## config.mk

```make
export PLATFORM = sky130hd
export DESIGN_NAME = mips32_prog_loader
export DESIGN_NICKNAME = d
export VERILOG_FILES = /design/src/rtl/mips32_prog_loader.sv
export SDC_FILE = /design/constraint.sdc
export NUM_CORES = 1
export LEC_CHECK = 0
export BUFFER_PORTS_ARGS = -buffer_cell sky130_fd_sc_hd__clkbuf_2
export CORE_MARGIN = 10
export CORE_UTILIZATION = 25
export DETAILED_ROUTE_END_ITERATION = 16
export GPL_TIMING_DRIVEN = 1
export PLACE_DENSITY = 0.52
export SLEW_MARGIN = 10
export SYNTH_ARGS = -nofsm -noshare
export SYNTH_HDL_FRONTEND = slang
export SYNTH_SLANG_ARGS = --single-unit
```

## constraint.sdc

```tcl
create_clock -name clk1 -period 4 [get_ports clk1]
set_input_delay 0.2 -clock clk1 [delete_from_list [all_inputs] [get_ports clk1]]
set_output_delay 0.2 -clock clk1 [all_outputs]
set_load 0.02 [all_outputs]
```

## src/rtl/mips32_prog_loader.sv

```systemverilog
// rtl/mips32_prog_loader.sv - byte-stream program loader writing 32-bit words into processor memory
module mips32_prog_loader #(
    parameter int ADDR_W = 10,
    parameter int CNT_W  = 10
) (
    input  logic              clk1,
    input  logic              rst,
    input  logic              start,
    input  logic [ADDR_W-1:0] base_addr,
    input  logic [CNT_W-1:0]  word_count,
    input  logic              in_valid,
    input  logic [7:0]        in_data,
    output logic              in_ready,
    output logic              mem_we,
    output logic [ADDR_W-1:0] mem_addr,
    output logic [31:0]       mem_wdata,
    output logic              proc_hold,
    output logic              busy,
    output logic              done,
    output logic              err,
    output logic [CNT_W-1:0]  words_written
);

    typedef enum logic [2:0] {IDLE, LOAD, WRITE, CHECK, FIN} state_t;

    state_t             state;
    logic [ADDR_W-1:0]  base_q;
    logic [CNT_W-1:0]   cnt_q;
    logic [7:0]         csum;
    logic [23:0]        word_buf;
    logic [1:0]         byte_idx;
    logic [CNT_W-1:0]   ww_next;
    logic               accept;

    assign ww_next = words_written + CNT_W'(1);
    assign accept  = in_valid && in_ready;

    always_ff @(posedge clk1) begin
        if (rst) begin
            state         <= IDLE;
            base_q        <= '0;
            cnt_q         <= '0;
            csum          <= '0;
            word_buf      <= '0;
            byte_idx      <= '0;
            in_ready      <= 1'b0;
            mem_we        <= 1'b0;
            mem_addr      <= '0;
            mem_wdata     <= '0;
            proc_hold     <= 1'b0;
            busy          <= 1'b0;
            done          <= 1'b0;
            err           <= 1'b0;
            words_written <= '0;
        end else begin
            case (state)
                IDLE, FIN: begin
                    if (start) begin
                        base_q        <= base_addr;
                        cnt_q         <= word_count;
                        words_written <= '0;
                        csum          <= '0;
                        byte_idx      <= '0;
                        done          <= 1'b0;
                        err           <= 1'b0;
                        busy          <= 1'b1;
                        proc_hold     <= 1'b1;
                        in_ready      <= 1'b1;
                        state         <= (word_count == '0) ? CHECK : LOAD;
                    end
                end
                LOAD: begin
                    if (accept) begin
                        word_buf <= {word_buf[15:0], in_data};
                        csum     <= csum ^ in_data;
                        byte_idx <= byte_idx + 2'd1;
                        // Fourth byte: launch the write with the full word already registered
                        if (byte_idx == 2'd3) begin
                            state     <= WRITE;
                            in_ready  <= 1'b0;
                            mem_we    <= 1'b1;
                            mem_addr  <= base_q + ADDR_W'(words_written);
                            mem_wdata <= {word_buf, in_data};
                        end
                    end
                end
                WRITE: begin
                    mem_we        <= 1'b0;
                    words_written <= ww_next;
                    in_ready      <= 1'b1;
                    state         <= (ww_next == cnt_q) ? CHECK : LOAD;
                end
                CHECK: begin
                    if (accept) begin
                        state     <= FIN;
                        in_ready  <= 1'b0;
                        done      <= 1'b1;
                        err       <= (in_data != csum);
                        busy      <= 1'b0;
                        proc_hold <= 1'b0;
                    end
                end
                default: state <= IDLE;
            endcase
        end
    end

endmodule

```

==> summary.txt <==
Run status
  • Status: finished, final reports clean

Setup path
  • Worst-case reg-to-reg path depth: 6
  • Setup crit start kind: flip-flop
  • Required time of the critical path: ~4.3 ns
  • Flop-to-flop setup slack: 1.61 ns
  • End of the critical path: mem_addr[3]$_SDFFE_PP0P_
  • Worst Path Arrival: ~2.7 ns
  • CP Class: flip-flop to flip-flop
  • FF-to-FF End: mem_addr[3]$_SDFFE_PP0P_
  • Setup crit start: in_ready$_SDFFE_PP0P_
  • Reg2reg start: in_ready$_SDFFE_PP0P_
  • CP Max Fanout: 46
  • Setup crit end kind: flip-flop

Logic synthesis
  • Synth unique cells: 55
  • Asr flop ratio synth: 0
  • Number of synthesized flops with an enable pin: 0
  • Syn nets: between 600 and 700
  • Avg Cell Area, Syn: 7.954 um2
  • Yosys top cell area share: 0.4591
  • YS warnings: 0
  • Synth Instances: 625
  • Register area share after synthesis: 0.4591
  • Synthesized area: ~5000 um2
  • Post-synth top area cell: dfxtp_1
  • Yosys reg bits: 114
  • Ys flop type: dfxtp_1
  • Top cells by area, synth: dfxtp_1, nand2_1, a21oi_1, xor2_1, ha_1

Power and ir drop
  • Lkg Pwr: between 2 and 2.5 nW
  • Pwr Density: roughly 460 nW/um2
  • Worst vdd ir: 259.4 uV

Drt
  • Antenna Nets Post-Route: 0
  • TritonRoute pass-1 iters: 5
  • Vias/cell: 4.584
  • DR WL/cell: between 10 and 15 um
  • Remaining DRCs: 0
  • Wirelength, routed: about 14 mm
  • Initial DRC Count: 239
  • Via Count: 4,492

Clock network
  • Clk root buf: clkbuf_16
  • H-tree depth: 4
  • Post-CTS resize count: 0
  • Clock latency on the worst-skew pair: 0.41 ns
  • CTS tree: built
  • Clk sinks: 114
  • Clock-pin slew on the worst setup and hold paths: roughly 0.060 ns
  • Clock tree buffer depth: 2
  • CTS buffer count: 17

Final layout
  • Fillers: around 2,100
  • Layout Nets: between 700 and 800
  • N_diodes: 0
  • Syn-to-layout area delta: 25.75%
  • Fraction of layout cells with a size suffix above 1: 0.1916

GRT
  • Largest net degree at the start of global routing: 60
  • Tot GR Track Use: 0.1122
  • Vias in the first global route: around 4,500
  • First-pass GRT wire length: 23.74 mm
  • Initial antenna violation count: 0
  • GRT overflow: 0

STA
  • Max transition margin: 0.3792
  • Clock Skew: ~0.010 ns
  • RSZ-0062 raised after global routing: false
  • Fin crit share: 0.5984
  • Min Hold Slack: between 0.015 and 0.02 ns
  • Setup total negative slack: 0 ns
  • Slew Viols, Final: 0
  • Fin crit period: 2.393 ns
  • Final hold vios: 0
  • Final Setup Violations: 0
  • Least-Margin Pin Slew: 0.9279 ns
  • Fmax: 0.4178 GHz

Die
  • Rows: 51
  • Die area: ~26,000 um2
  • Die width: 161.0 um
  • Die H: approximately 160 um
  • Starting Density: 0.2546
  • Core area: ~20,000 um2
  • IO Pins: 90

Place
  • Dpl hpwl: 10.11 mm
  • IO buf count: 89
  • Placer congestion estimate: around 0.8

Min path
  • Hold Path Class: input pin to flip-flop

Job
  • Max_cap viols: 0
-- cell type report --
| cell class | count | area [um2] | area share |
|---|---|---|---|
| Clock buffer | 19 | 452.9 | 0.07246 |
| Clock inverter | 13 | 148.9 | 0.02382 |
| Inverter | 4 | 15.01 | 0.002402 |
| Multi-Input combinational cell | 467 | 2497 | 0.3995 |
| Sequential cell | 114 | 2282 | 0.3651 |
| Tap cell | 265 | 331.6 | 0.05304 |
| Timing Repair Buffer | 98 | 523.0 | 0.08367 |
-- kinds of logic (layout without fill, tap and decap cells) --
| logic type | count (synthesis) | after routing | synth area share |
|---|---|---|---|
| mux | 1 | 1 | 0.002265 |
| fa+ha+maj | 12 | 12 | 0.03171 |
| flops | 114 | 114 | 0.4591 |
| xor+xnor | 32 | 32 | 0.05638 |
| simple gates | 266 | 266 | 0.2346 |
| compound gates | 156 | 156 | 0.1775 |
| buf+inv | 44 | 134 | 0.03851 |
-- metrics by stage --
stage	instances	util	power (mW)	setup slack (ns)	area (um2)
5_1_grt	980	0.3201	3.013	1.382	6251
3_3_place_gp	945	0.2878	1.391	1.623	5619
3_5_place_dp	945	0.2878	1.391	1.600	5619
4_1_cts	980	0.3201	2.942	1.569	6251
2_1_floorplan	625	-	1.324	1.841	4971
6_report	980	0.3201	2.896	1.607	6251
-- registers in the layout, summed over array words and instances (netlist names) --
name           cells
word_buf          24
words_written     10
in_ready           1
state              3
busy               1
byte_idx           2
err                1
base_q            10
mem_we             1
cnt_q             10
mem_addr          10
csum               8
done               1
mem_wdata         32
-- routing by layer --
| metal | track usage | vias to the layer above | wire length, um |
|---|---|---|---|
| met3 | 0.03991 | 12 | 872 |
| met1 | 0.1418 | 2096 | 6821 |
| li1 | - | 2296 | - |
| met2 | 0.1759 | 88 | 6568 |
| met4 | 0.03309 | 0 | 111 |
| met5 | 0 | - | 0 |
-- how the worst min path moves through the flow --
stage                                   endpoint  slack (ns)  cells after the start         start
after global placement    base_q[3]$_SDFFE_PP0P_        0.43                      3  base_addr[3]
after floorplan           base_q[0]$_SDFFE_PP0P_        0.34                      2  base_addr[0]
after detailed placement  base_q[3]$_SDFFE_PP0P_        0.43                      3  base_addr[3]
after CTS                 base_q[6]$_SDFFE_PP0P_       0.001                      3  base_addr[6]
after global routing      base_q[9]$_SDFFE_PP0P_        0.01                      3  base_addr[9]
final                     base_q[6]$_SDFFE_PP0P_        0.02                      3  base_addr[6]
-- timing repair --
action | 4_1_cts | 5_1_grt
hold endpoints to repair | 3 | 0
setup buffers | 0 | 0
hold buffers | 3 | 0
-- Yosys cell counts, types with 4 or more instances --
library cell / instances
nand2_1: 175
a21oi_1: 104
dfxtp_1: 114
nand3b_1: 4
ha_1: 11
clkbuf_1: 22
nor3_1: 8
or3_1: 6
a21o_1: 4
buf_2: 12
a31oi_1: 5
nor2_1: 30
xnor2_1: 7
and3_1: 4
nand3_1: 7
inv_1: 4
nor4_1: 7
o21ai_0: 18
xor2_1: 25
-- worst max-delay path, stage by stage, from the launching register on --
cell,delay (ns)
dfxtp_1,0.39
nand2_1,0.13
nor3_4,0.16
buf_4,0.31
nand2_2,0.57
or3_1,0.56
a21oi_1,0.14
-- layout by cell type, fill, tap and decap left out, types with 4 or more instances in the layout --
cell       netlist  routed
nand2_1        175     175
dfxtp_1        114     114
a21oi_1        104     104
clkbuf_2         0      88
nor2_1          30      30
xor2_1          25      25
o21ai_0         18      18
clkbuf_16        0      17
ha_1            11      11
nor3_1           8       8
nand3_1          7       7
nor4_1           7       7
xnor2_1          7       7
buf_4            3       7
or3_1            6       6
a31oi_1          5       5
and2_1           3       4
a21o_1           4       4
inv_1            4       4
nand3b_1         4       4
and3_1           4       4
inv_6            0       4
-- where the power goes --
group	leakage [nW]	internal [mW]	switching (mW)	total, mW
Clock	0.287	0.958	0.571	1.53
Sequential	0.922	1.16	0.0219	1.18
Combinational	1.24	0.0650	0.120	0.185
Power figures use the tool's default switching activity.
